## src/rtl/sm_accumulator.sv

```systemverilog
// Streaming sign-magnitude frame accumulator.
// Sums a programmable-length frame of sign-magnitude samples with saturation and a sticky overflow flag.
module sm_accumulator #(
    parameter int unsigned WIDTH     = 15,
    parameter int unsigned ACC_WIDTH = 20,
    parameter int unsigned CNT_WIDTH = 8
) (
    input  logic                 clk,
    input  logic                 rst,
    input  logic                 start,
    input  logic [CNT_WIDTH-1:0] len,
    input  logic                 in_valid,
    output logic                 in_ready,
    input  logic [WIDTH-1:0]     in_data,
    output logic                 out_valid,
    input  logic                 out_ready,
    output logic [ACC_WIDTH-1:0] out_data,
    output logic                 out_sat,
    output logic                 busy
);

    localparam int unsigned MW = ACC_WIDTH - 1;  // accumulator magnitude width
    localparam int unsigned IW = WIDTH - 1;      // sample magnitude width
    localparam int unsigned SW = MW + 1;         // magnitude sum width incl. carry

    typedef enum logic [1:0] {
        IDLE = 2'd0,
        ACC  = 2'd1,
        DONE = 2'd2
    } state_t;

    state_t               state, state_nxt;
    logic                 acc_sign, acc_sign_nxt;
    logic [MW-1:0]        acc_mag, acc_mag_nxt;
    logic [CNT_WIDTH-1:0] cnt, cnt_nxt;
    logic                 sat, sat_nxt;

    logic                 in_sign;
    logic [MW-1:0]        in_mag;
    logic [SW-1:0]        mag_sum;
    logic                 add_sign;
    logic [MW-1:0]        add_mag;
    logic                 add_sat;

    // Sign-magnitude add of the current sample into the accumulator, clamping on carry-out.
    always_comb begin
        in_mag   = MW'(in_data[IW-1:0]);
        in_sign  = in_data[WIDTH-1] && (in_mag != '0);
        mag_sum  = SW'(acc_mag) + SW'(in_mag);
        add_sign = acc_sign;
        add_mag  = acc_mag;
        add_sat  = 1'b0;
        if (in_sign == acc_sign) begin
            if (mag_sum[MW]) begin
                add_mag = '1;
                add_sat = 1'b1;
            end else begin
                add_mag = mag_sum[MW-1:0];
            end
        end else if (acc_mag >= in_mag) begin
            add_mag = acc_mag - in_mag;
        end else begin
            add_mag  = in_mag - acc_mag;
            add_sign = in_sign;
        end
        if (add_mag == '0) begin
            add_sign = 1'b0;
        end
    end

    always_comb begin
        state_nxt    = state;
        acc_sign_nxt = acc_sign;
        acc_mag_nxt  = acc_mag;
        cnt_nxt      = cnt;
        sat_nxt      = sat;
        case (state)
            IDLE: begin
                if (start) begin
                    acc_sign_nxt = 1'b0;
                    acc_mag_nxt  = '0;
                    sat_nxt      = 1'b0;
                    cnt_nxt      = len;
                    state_nxt    = (len != '0) ? ACC : DONE;
                end
            end
            ACC: begin
                if (in_valid && in_ready) begin
                    acc_sign_nxt = add_sign;
                    acc_mag_nxt  = add_mag;
                    sat_nxt      = sat | add_sat;
                    cnt_nxt      = cnt - CNT_WIDTH'(1);
                    if (cnt == CNT_WIDTH'(1)) begin
                        state_nxt = DONE;
                    end
                end
            end
            DONE: begin
                if (out_ready) begin
                    state_nxt = IDLE;
                end
            end
            default: state_nxt = IDLE;
        endcase
    end

    // Handshake and status flags are registered from the next state so they align with it.
    always_ff @(posedge clk) begin
        if (rst) begin
            state     <= IDLE;
            acc_sign  <= 1'b0;
            acc_mag   <= '0;
            cnt       <= '0;
            sat       <= 1'b0;
            in_ready  <= 1'b0;
            out_valid <= 1'b0;
            busy      <= 1'b0;
        end else begin
            state     <= state_nxt;
            acc_sign  <= acc_sign_nxt;
            acc_mag   <= acc_mag_nxt;
            cnt       <= cnt_nxt;
            sat       <= sat_nxt;
            in_ready  <= (state_nxt == ACC);
            out_valid <= (state_nxt == DONE);
            busy      <= (state_nxt != IDLE);
        end
    end

    assign out_data = {acc_sign, acc_mag};
    assign out_sat  = sat;

endmodule

```

## config.mk

```make
export PLATFORM = sky130hd
export DESIGN_NAME = sm_accumulator
export DESIGN_NICKNAME = d
export VERILOG_FILES = /design/src/rtl/sm_accumulator.sv
export SDC_FILE = /design/constraint.sdc
export NUM_CORES = 1
export LEC_CHECK = 0
export ABC_AREA = 1
export BUFFER_PORTS_ARGS = -buffer_cell sky130_fd_sc_hd__buf_2
export CAP_MARGIN = 10
export CELL_PAD_IN_SITES_DETAIL_PLACEMENT = 1
export CELL_PAD_IN_SITES_GLOBAL_PLACEMENT = 1
export CORE_ASPECT_RATIO = 0.75
export CORE_UTILIZATION = 27
export CTS_BUF_LIST = sky130_fd_sc_hd__clkbuf_16
export DETAILED_ROUTE_END_ITERATION = 8
export PLACE_DENSITY_LB_ADDON = 0.1
export SYNTH_ARGS = -nofsm -noshare
export SYNTH_HDL_FRONTEND = slang
export SYNTH_SLANG_ARGS = --single-unit
```

## constraint.sdc

```tcl
create_clock -name clk -period 3.5 [get_ports clk]
set_input_delay 0.7 -clock clk [delete_from_list [all_inputs] [get_ports clk]]
set_output_delay 0.7 -clock clk [all_outputs]
set_load 0.01 [all_outputs]
```

-- After elaboration in Yosys (flattened, before gate mapping)
Cells that the tools add are included.
- $add $sub $neg: 4
- order comparisons: 1
- equality and inequality tests: 10
- multiplexer cells: 25
- bitwise gates (word level): 1
- reduce and logical (&&, ||, !) cells: 10
- operators by type and width (operator ; number):
    $mux 19 ; 5
    $pmux 19 s2 ; 1
    $add 19x14->20 ; 1
    $ge 19x14->1 ; 1
    $logic_not 19->1 ; 1
    $sub 14x19->19 ; 1
    $sub 19x14->19 ; 1
    $mux 8 ; 2
    $pmux 8 s2 ; 1
    $reduce_bool 14->1 ; 1
    $mux 2 ; 5
    $eq 8x1->1 const B ; 1
    $mux 1 ; 8
    $reduce_bool 8->1 ; 1
    $sub 8x1->8 const B ; 1
    $ne 3x3->1 const B ; 2
    $pmux 2 s3 ; 1
    $reduce_and 5->1 ; 1
    $eq 2x1->1 const B ; 2
    $eq 2x2->1 const B ; 2
    $ne 2x2->1 const B ; 2
    $pmux 1 s2 ; 2
    $reduce_bool 2->1 ; 2
    $reduce_and 3->1 ; 1
    other kinds (4) ; 5
- register bits after elaboration: 34
- bits of input ports: 28
- output and inout port bits: 24
- logic and storage cells: 59

-- Logic depth before layout (Yosys ltp)
Gate-level depths: netlist of run 1.
- depth after elaboration: 8
- depth in mapped cells: 23
- mapped depth without buffers: 22

-- Worst setup path after synthesis of run 1
OpenSTA, ideal clock, no wires.
- path type: input to register
- start: in in_data[9]
- end: reg acc_sign
- setup time: 0.122 ns
- arrival time: 2.514 ns
- required time: 3.378 ns
- path slack: 0.865 ns
- stages on the path: 18
- buffers on the path: 2
- cells stage by stage: inv_1 -> ha_1 -> buf_6 -> nand2_2 -> inv_2 -> a21oi_1 -> nand3_2 -> a21oi_4 -> buf_6 -> nand2_1 -> nand3_1 -> nand2_1 -> nor2_1 -> nand3_1 -> nor2_1 -> nand2_1 -> nand2_1 -> a21oi_2
- cells in the longest elaborated chain, start to end: 8
- elaborated cells between the ends (all ways): 19
- classes of those cells: add/sub: 3; order compare: 1; eq/ne: 3; mux: 8; reduce/logical: 4
- ends and longest elaborated chain (element ; RTL line ; RTL):
    from (decl) ; 14 ; input logic [WIDTH-1:0] in_data,
    branches (longest 8 deep; another with $add 19x14->20) ; n/a ;
    to (signal assigned) ; 120 ; acc_sign <= acc_sign_nxt;
    to (decl) ; 33 ; logic acc_sign, acc_sign_nxt;
Parallel ways; which one is timed is not known. The select of a mux whose other input is x is not followed.
A chain may end at the register's enable or synchronous reset.

-- Worst setup path after layout of run 1
- start: in in_data[7]
- end: reg acc_sign
The elaborated chain is that of the path after synthesis.

==> flow_summary.json, run 1 <==
{
  "internal_power_mw": 1.03,
  "r2r-end": "acc_sign$_SDFFE_PP0P_",
  "combPwrFrac_pct": 37.6,
  "n_fill_cell": 2536,
  "cp.required_ns": 3.68,
  "synth-edff-count": 0,
  "gr-total-overflow": 0,
  "antenna_found_initial": 0,
  "rrSetupSlack_ns": 0.53,
  "worstHoldStart": "cnt[7]$_SDFFE_PP0P_",
  "fin_hold_ws_ns": 0.474,
  "final_cell_area_sq_mm": 0.00614,
  "grt_pass1_wl_mm": 35.4,
  "synth_top_area_share_pct": 24.1,
  "critPathBufInv": 5,
  "slew_viol_final": 0,
  "yosysTopAreaCell": "nand2_1",
  "synth-async-reset-ratio_pct": 0,
  "slew_headroom_pct": 21.0,
  "status": "finished clean",
  "clockPowerShare_pct": 36.7,
  "tns_ns": 0,
  "r2r_start": "acc_mag[0]$_SDFFE_PP0P_",
  "route.detailed.drc": 0,
  "slowest_stage": "ha_1",
  "grt_max_degree": 29,
  "drt_pass1_iterations": 4,
  "syn_inst": 914,
  "die_area_sq_mm": 0.0194,
  "ant_nets": 0,
  "swShare_pct": 37.2,
  "ios": 52,
  "die_h_um": 121,
  "initial_utilization_pct": 27.5,
  "cts_tree": "yes",
  "pwr-share-seq_pct": 25.7,
  "grtUsageTotal_pct": 24.4,
  "cp_max_fo": 10,
  "setup_viol_count_final": 0,
  "drtIter0Drc": 358,
  "nNetsFinal": 1083,
  "post-place-cells": 1248,
  "holdPathEnd": "cnt[7]$_SDFFE_PP0P_",
  "instances_no_fill": 1256,
  "worstRegToRegCells": 17,
  "place.gp.congestion": 0.896,
  "synth_seq_cells": 34,
  "cts_root_buffer": "clkbuf_16",
  "hp-class": "flip-flop to flip-flop",
  "synth_nets": 989,
  "period_share_pct": 89.5,
  "start_kind": "input pin",
  "crit_chain": "buf_2 > inv_1 > ha_1 > nand2_4 > inv_2 > nand2_2 > inv_1 > nand2_2 > nand3_2 > nand2_2 > nand2_4 > buf_4 > nand2_1 > nand2_1 > nand2_1 > nand2_1 > nor2_1 > nand3_1 > nor2_1 > nand2_1 > nand2_1 > a21oi_2",
  "synthTopCellsByArea": "nand2_1 (24%), dfxtp_1 (13%), ha_1 (11%)",
  "ys_warn_count": 0,
  "num_vias": 6077,
  "worstPathArrival_ns": 3.31,
  "synth_cell_types": 40,
  "grt_pass1_vias": 5888,
  "port_buffers": 51,
  "max_cap_viol_count": 0,
  "routed_wl_mm": 23.3,
  "cts_sinks": 34,
  "dp_hpwl_mm": 19.9,
  "rows": 43,
  "fmax_ghz": 0.319,
  "rsz0062_at_grt": "false",
  "htreeDepth": 2,
  "final-hold-violation-count": 0,
  "vdd_drop_max_mv": 0.163,
  "clk_latency_ns": 0.29,
  "leakagePower_nw": 3.44,
  "postCtsSetupBuffers": 0,
  "worst_pin_slew_ns": 1.18,
  "critPathCaptureType": "flip-flop",
  "post_cts_resized": 0,
  "wl_per_cell_um": 18.6,
  "total_power_mw": 1.64,
  "fp.dieW_um": 160,
  "fin_skew_ns": 0.0117,
  "diodes": 0,
  "crit_family": "simple AND/OR/NAND/NOR gates",
  "synth_area_per_cell_sq_um": 5.56,
  "p_per_area_mw_per_mm2": 267,
  "p_switching_uw": 609,
  "clkTransAtPathRegs_ns": 0.06,
  "syn_to_final_growth_pct": 20.8,
  "seq_area_frac_synth_pct": 13.4,
  "place_area_sq_mm": 0.00595,
  "numCtsBuffers": 5,
  "cts_max_path_buffers": 2,
  "drive_above_1_share_pct": 16.4,
  "period_needed_ns": 3.13,
  "max_stage_delay_ns": 0.50,
  "core_area_sq_mm": 0.0185,
  "synth_flop_cell": "dfxtp_1",
  "hold_path_depth": 2,
  "path_common_cell": "nand2_1",
  "vias_per_cell": 4.84,
  "worstSetupPathType": "input pin to flip-flop",
  "synth_area_sq_mm": 0.00508,
  "cts-hold-fix-buffers": 0
}
## stage by stage
stage / utilization, % / worst slack, ns
after detailed placement: 32.2 / 0.0898
after global routing: 33.3 / 0.213
after floorplan: - / 0.865
after CTS: 33.3 / 0.405
after global placement: 32.2 / 0.0889
final: 33.3 / 0.366
## cell usage after synthesis (5+ instances only)
cell and number:
inv_1 126, buf_6 6, nor2_1 75, o21ai_0 26, buf_4 9, nor3_1 14, nand2_1 327, clkbuf_1 8
a21oi_1 54, dfxtp_1 34, xor2_1 19, nand4_1 14, inv_2 12, o21bai_1 5, nand3_1 83, nand2_2 14
ha_1 44
## area by class of cell
| cell class | count | area (sq um) | share of cell area [%] |
|---|---|---|---|
| Tap cell | 247 | 309 | 5.03 |
| Clock inverter | 3 | 68.8 | 1.12 |
| Inverter | 139 | 522 | 8.49 |
| Clock buffer | 5 | 125 | 2.04 |
| Multi-Input combinational cell | 715 | 3700 | 60.3 |
| Timing Repair Buffer | 113 | 733 | 11.9 |
| Sequential cell | 34 | 681 | 11.1 |
## cell usage in the layout (no fill, tap or decap), types with 4 or more instances in the layout
master     instances
nor2_2             5
inv_1            126
buf_4             61
buf_2             51
ha_1              44
nand4_1           14
dfxtp_1           34
xor2_1            19
a21oi_1           54
nor2_1            74
nand2_1          327
inv_2             12
nor3_1            14
o21ai_0           26
nand3_1           83
o21bai_1           5
nand2_2           14
nand2_4            4
clkbuf_16          5
## worst reg2reg max path, cell delays in order (launching register included)
cell and delay, ns:
dfxtp_1 0.43, ha_1 0.24, inv_1 0.08, fa_1 0.39
inv_1 0.10, nand2_1 0.07, a21oi_1 0.34, nand3_1 0.25
nand4_1 0.17, nand3_1 0.09, nand2_1 0.07, nand2_1 0.07
nor2_1 0.19, nand3_1 0.10, nor2_1 0.09, nand2_1 0.06
nand2_1 0.07, a21oi_2 0.05
## flip-flops by register name, summed over array words and instances (netlist names)
register,flops
state,2
busy,1
acc_mag,19
out_sat,1
out_valid,1
acc_sign,1
in_ready,1
cnt,8
## worst max-delay path by stage
stage	slack, ns	from	cells after the start	to
global placement	0.09	in_data[7]	22	acc_sign$_SDFFE_PP0P_
global route	0.21	in_data[7]	22	acc_sign$_SDFFE_PP0P_
detailed placement	0.09	in_data[7]	22	acc_sign$_SDFFE_PP0P_
floorplan	0.86	in_data[9]	18	acc_sign$_SDFFE_PP0P_
finish	0.37	in_data[7]	22	acc_sign$_SDFFE_PP0P_
CTS	0.40	in_data[7]	22	acc_sign$_SDFFE_PP0P_
## power groups by stage
| stage | Combinational [mW] | Sequential (mW) | Clock, mW |
|---|---|---|---|
| CTS | 0.611 | 0.422 | 0.610 |
| finish | 0.615 | 0.422 | 0.601 |
| detailed placement | 0.606 | 0.430 | 0 |
| floorplan | 0.362 | 0.427 | 0 |
| global placement | 0.603 | 0.430 | 0 |
| global route | 0.676 | 0.424 | 0.626 |
## per-layer routing
| layer | share of wire [%] | vias up | GRT usage (%) |
|---|---|---|---|
| met5 | 0 | - | 0 |
| met2 | 39 | 161 | 35.3 |
| met4 | 1.7 | 0 | 4.94 |
| met3 | 5.2 | 29 | 3.95 |
| met1 | 54 | 2843 | 37.0 |
| li1 | - | 3044 | - |
## cell families (layout without fill, tap and decap cells)
| family | Yosys count | count (layout) | share of synthesized area (%) |
|---|---|---|---|
| AO/OA/AOI/OAI | 99 | 99 | 11.0 |
| adder cells (fa/ha/maj) | 47 | 47 | 12.0 |
| XOR/XNOR | 22 | 22 | 3.79 |
| buffers and inverters | 165 | 260 | 13.8 |
| flip-flops | 34 | 34 | 13.4 |
| AND/OR/NAND/NOR | 546 | 546 | 45.8 |
| multiplexers | 1 | 1 | 0.197 |
(Power assumes the default switching activity.)
==> run 2: changes to the inputs <==
--- a/config.mk
+++ b/config.mk
@@ -15,6 +15,7 @@
 export CTS_BUF_LIST = sky130_fd_sc_hd__clkbuf_16
 export DETAILED_ROUTE_END_ITERATION = 8
 export PLACE_DENSITY_LB_ADDON = 0.1
+export REMOVE_ABC_BUFFERS = 1
 export SYNTH_ARGS = -nofsm -noshare
 export SYNTH_HDL_FRONTEND = slang
 export SYNTH_SLANG_ARGS = --single-unit
==> run 2 against run 1 <==
Compared with the run above: core utilization rose by 0.12 points; first-iteration DRC count rose by 20%; worst setup slack got worse by 0.016 ns; sequential power barely moved; clock skew fell by 0.0025 ns; largest power group unchanged; highest routed layer unchanged.
==> flow_summary.json, run 2 (synthesized netlist as in run 1, its figures left out) <==
{
  "rsz0062_at_grt": "false",
  "dp_hpwl_mm": 19.9,
  "core_area_sq_mm": 0.0185,
  "leakagePower_nw": 3.45,
  "place.gp.congestion": 0.892,
  "slew_headroom_pct": 59.6,
  "route.detailed.drc": 0,
  "worstPathArrival_ns": 3.32,
  "port_buffers": 51,
  "final-hold-violation-count": 0,
  "clkTransAtPathRegs_ns": 0.06,
  "start_kind": "input pin",
  "postCtsSetupBuffers": 0,
  "syn_to_final_growth_pct": 21.3,
  "drive_above_1_share_pct": 17.1,
  "wl_per_cell_um": 18.4,
  "gr-total-overflow": 0,
  "hp-class": "flip-flop to flip-flop",
  "cp_max_fo": 14,
  "largest-register": "acc_mag",
  "ant_nets": 0,
  "antenna_found_initial": 1,
  "grt-busiest-layer": "met1",
  "period_share_pct": 90.0,
  "worstRegToRegCells": 18,
  "vias_per_cell": 4.82,
  "cts-hold-fix-buffers": 0,
  "post_cts_resized": 0,
  "grtUsageMet3_pct": 3.40,
  "status": "finished clean",
  "p_per_area_mw_per_mm2": 242,
  "vdd_drop_max_mv": 0.161,
  "cp.required_ns": 3.67,
  "grt_pass1_vias": 6000,
  "critPathCaptureType": "flip-flop",
  "cts_max_path_buffers": 2,
  "drt_pass1_iterations": 6,
  "clk_latency_ns": 0.29,
  "tns_ns": 0,
  "grt_max_degree": 29,
  "top_regs": "acc_mag (19), cnt (8), state (2)",
  "worstSetupPathType": "input pin to flip-flop",
  "grt_pass1_wl_mm": 36.0,
  "rows": 43,
  "setup_slack_ns": 0.350,
  "slew_viol_final": 0,
  "routed_wl_mm": 23.2,
  "nNetsFinal": 1093,
  "largest_reg_flops": 19,
  "htreeDepth": 2,
  "setup_viol_count_final": 0,
  "num_vias": 6103,
  "numCtsBuffers": 5,
  "ios": 52,
  "final_common_cell": "nand2_1",
  "fmax_ghz": 0.317,
  "initial_utilization_pct": 27.5,
  "die_h_um": 121,
  "final_cell_mix": "nand2_1 (327), inv_1 (126), nand3_1 (83)",
  "fin_skew_ns": 0.00920,
  "hold_path_depth": 2,
  "grtUsageTotal_pct": 24.6,
  "grtUsageMet1_pct": 38.3,
  "cts_tree": "yes",
  "place_ws_ns": 0.0662,
  "die_area_sq_mm": 0.0194,
  "cts_root_buffer": "clkbuf_16",
  "max_cap_viol_count": 0,
  "fp.dieW_um": 160,
  "gr-usage-met2_pct": 35.3,
  "cts_sinks": 34,
  "diodes": 0,
  "drtIter0Drc": 431,
  "worst_pin_slew_ns": 0.606,
  "period_needed_ns": 3.15
}
## run 2: layout make-up
class,count,area [sq um]
multi-input combinational,715,3700
tap,247,309
clock buffer,5,125
fill,2531,12300
timing repair buffer,123,808
inverter,139,522
sequential,34,681
clock inverter,3,16.3
## run 2: power by group
part | internal, mW | leakage [nW] | total (mW) | switching [mW]
clock | 0.260 | 0.0672 | 0.446 | 0.186
combinational | 0.227 | 3.11 | 0.622 | 0.395
sequential | 0.404 | 0.277 | 0.422 | 0.0180
## run 2: per-stage QoR
step | hold WS [ns] | utilization [%] | cells | area, sq um | total power, mW
after floorplan | 0.433 | - | 888 | 4900 | 0.766
after global placement | 0.457 | 32.6 | 1258 | 6020 | 1.05
after detailed placement | 0.461 | 32.6 | 1258 | 6020 | 1.05
after CTS | 0.470 | 33.4 | 1266 | 6160 | 1.50
after global routing | 0.498 | 33.4 | 1266 | 6160 | 1.58
final | 0.459 | 33.4 | 1266 | 6160 | 1.49
## run 2: routing by layer
metal  vias up  share of wire [%]
li1       3058                  -
met1      2849                 54
met2       177                 39
met3        19                5.7
met4         0                1.3
met5         -                  0
## run 2: worst max-delay path, stage by stage
cell     delay (ns)
buf_2          0.22
inv_1          0.15
ha_1           0.36
nand2_1        0.11
inv_1          0.08
nand2_1        0.06
nand2_1        0.12
nand2_2        0.11
nand3_2        0.12
a21oi_4        0.41
nand2_1        0.09
nand3_1        0.09
nand2_1        0.08
nor2_1         0.19
nand3_1        0.12
nor2_1         0.11
nand2_1        0.07
nand2_1        0.07
a21oi_2        0.05
## run 2: worst paths after layout
path                                              start               endpoint  slack (ns)
worst min-delay path                cnt[7]$_SDFFE_PP0P_    cnt[7]$_SDFFE_PP0P_        0.46
worst max-delay path                         in_data[1]  acc_sign$_SDFFE_PP0P_        0.35
worst max register to register  acc_mag[8]$_SDFFE_PP0P_  acc_sign$_SDFFE_PP0P_        0.55
worst min register to register      cnt[7]$_SDFFE_PP0P_    cnt[7]$_SDFFE_PP0P_        0.46
==> run 3: changes to the inputs <==
--- a/config.mk
+++ b/config.mk
@@ -6,14 +6,14 @@
 export NUM_CORES = 1
 export LEC_CHECK = 0
 export ABC_AREA = 1
-export BUFFER_PORTS_ARGS = -buffer_cell sky130_fd_sc_hd__buf_2
 export CAP_MARGIN = 10
 export CELL_PAD_IN_SITES_DETAIL_PLACEMENT = 1
 export CELL_PAD_IN_SITES_GLOBAL_PLACEMENT = 1
 export CORE_ASPECT_RATIO = 0.75
-export CORE_UTILIZATION = 27
+export CORE_UTILIZATION = 48
 export CTS_BUF_LIST = sky130_fd_sc_hd__clkbuf_16
 export DETAILED_ROUTE_END_ITERATION = 8
+export DONT_BUFFER_PORTS = 1
 export PLACE_DENSITY_LB_ADDON = 0.1
 export REMOVE_ABC_BUFFERS = 1
 export SYNTH_ARGS = -nofsm -noshare
==> run 3 against run 2 <==
Compared with the run above: worst setup slack lost 0.20 ns; hold slack better by 0.0079 ns; critical path depth did not move; clock skew is 0.0013 ns lower; core utilization increased by 18 points; clock power decreased by 4.5%; sequential share of layout area increased by 1.8 points; clock-buffer cell count stayed put; cell area decreased by 14%; combinational power shrank 19%; sequential power is 1% higher; critical endpoint unchanged; largest power group unchanged.
==> flow_summary.json, run 3 (synthesized netlist as in run 1, its figures left out) <==
{
  "clk_latency_ns": 0.28,
  "status": "finished clean",
  "hp-class": "flip-flop to flip-flop",
  "drive_above_1_share_pct": 6.63,
  "crit_family": "simple AND/OR/NAND/NOR gates",
  "final_cell_mix": "nand2_1 (327), inv_1 (126), nand3_1 (83)",
  "period_needed_ns": 3.35,
  "fmax_ghz": 0.299,
  "initial_utilization_pct": 49.4,
  "cts_tree": "yes",
  "cts_sinks": 34,
  "htreeDepth": 2,
  "ios": 52,
  "instances_no_fill": 1041,
  "fin_skew_ns": 0.00786,
  "numCtsBuffers": 5,
  "largest-register": "acc_mag",
  "cts_root_buffer": "clkbuf_16",
  "place.gp.congestion": 1.00,
  "critPathCaptureType": "flip-flop",
  "core_area_sq_mm": 0.0103,
  "cp.required_ns": 3.65,
  "post_cts_resized": 0,
  "total_power_mw": 1.35,
  "max_cap_viol_count": 0,
  "wl_per_cell_um": 20.1,
  "gr-total-overflow": 0,
  "cts-hold-fix-buffers": 0,
  "vias_per_cell": 5.81,
  "route.detailed.drc": 0,
  "grt_max_degree": 29,
  "leakagePower_nw": 2.91,
  "dp_hpwl_mm": 17.4,
  "grt_pass1_vias": 6071,
  "drtIter0Drc": 504,
  "die_area_sq_mm": 0.0110,
  "setup_viol_count_final": 0,
  "p_per_area_mw_per_mm2": 256,
  "num_vias": 6047,
  "start_kind": "input pin",
  "routed_wl_mm": 21.0,
  "crit_chain": "inv_1 > ha_1 > buf_4 > nand2_2 > nor2_2 > and2_4 > nand2_1 > nand2_2 > inv_2 > nand2_4 > nand2_1 > nand3_1 > nand2_1 > nor2_1 > nand3_1 > nor2_1 > nand2_1 > nand2_1 > a21oi_2",
  "port_buffers": 0,
  "fp.dieW_um": 121,
  "max_stage_delay_ns": 0.51,
  "slew_viol_final": 0,
  "diodes": 0,
  "setup_slack_ns": 0.154,
  "ant_nets": 0,
  "final-hold-violation-count": 0,
  "slowest_stage": "ha_1",
  "grt_pass1_wl_mm": 32.8,
  "antenna_found_initial": 1,
  "grtUsageTotal_pct": 38.8,
  "die_h_um": 91.1,
  "rows": 32,
  "final_core_util_pct": 51.4,
  "cp_max_fo": 20,
  "cts_max_path_buffers": 2,
  "largest_reg_flops": 19,
  "rsz0062_at_grt": "false",
  "top_regs": "acc_mag (19), cnt (8), state (2)",
  "worst_pin_slew_ns": 1.16,
  "syn_to_final_growth_pct": 3.96,
  "critPathBufInv": 3,
  "slew_headroom_pct": 22.4,
  "nNetsFinal": 979,
  "period_share_pct": 95.6,
  "drt_pass1_iterations": 5,
  "path_common_cell": "nand2_1",
  "postCtsSetupBuffers": 0,
  "worstPathArrival_ns": 3.50,
  "clkTransAtPathRegs_ns": 0.06,
  "post-place-cells": 1033,
  "final_common_cell": "nand2_1",
  "vdd_drop_max_mv": 0.281,
  "place_ws_ns": -0.00175,
  "worstSetupPathType": "input pin to flip-flop"
}
[run 3: cell types whose count changed in the layout (fill, tap and decap cells not counted), sizes merged]
| cell | before | now |
|---|---|---|
| buf | 123 | 9 |
[run 3: worst reg2reg max path, cell delays in order, from the launching register on]
cell,delay [ns]
dfxtp_1,0.42
ha_1,0.55
nand2_1,0.20
nor2_2,0.28
and2_4,0.21
nand2_1,0.06
nand2_2,0.13
inv_2,0.08
nand2_4,0.23
nand2_1,0.09
nand3_1,0.11
nand2_1,0.09
nor2_1,0.22
nand3_1,0.11
nor2_1,0.14
nand2_1,0.07
nand2_1,0.07
a21oi_2,0.05
[run 3: worst paths after layout]
check | start | depth (start not counted) | slack, ns | endpoint
setup / recovery | in_data[10] | 19 | 0.15 | acc_sign$_SDFFE_PP0P_
hold / removal | cnt[7]$_SDFFE_PP0P_ | 2 | 0.47 | cnt[7]$_SDFFE_PP0P_
setup reg to reg | acc_mag[9]$_SDFFE_PP0P_ | 17 | 0.26 | acc_sign$_SDFFE_PP0P_
hold reg to reg | cnt[7]$_SDFFE_PP0P_ | 2 | 0.47 | cnt[7]$_SDFFE_PP0P_
[run 3: per-layer routing]
metal / part of all wire [%] / GRT usage (%) / wire length, um / vias to the layer above
met2: 43 / 60.4 / 9020 / 265
met4: 2.7 / 10.8 / 568 / 2
met3: 8.5 / 8.98 / 1770 / 47
li1: - / - / - / 2834
met1: 46 / 53.1 / 9590 / 2899
met5: 0.062 / 0 / 13 / -
[run 3: area by class of cell]
| cell class | count | area [sq um] |
|---|---|---|
| Multi-Input combinational cell | 715 | 3700 |
| Sequential cell | 34 | 681 |
| Clock buffer | 5 | 125 |
| Inverter | 139 | 522 |
| Tap cell | 136 | 170 |
| Clock inverter | 3 | 16.3 |
| Timing Repair Buffer | 9 | 67.6 |
| Fill cell | 1534 | 5000 |
[run 3: through the flow]
| stage | hold WS (ns) | setup TNS, ns | cell area (sq um) |
|---|---|---|---|
| 2_1_floorplan | 0.433 | 0 | 4900 |
| 3_3_place_gp | 0.446 | 0 | 5140 |
| 3_5_place_dp | 0.457 | -0.00175 | 5140 |
| 4_1_cts | 0.467 | 0 | 5290 |
| 5_1_grt | 0.474 | 0 | 5290 |
| 6_report | 0.467 | 0 | 5290 |
[run 3: power breakdown]
part / switching, mW / internal (mW)
Combinational: 0.352 / 0.151
Sequential: 0.0225 / 0.404
Clock: 0.166 / 0.259
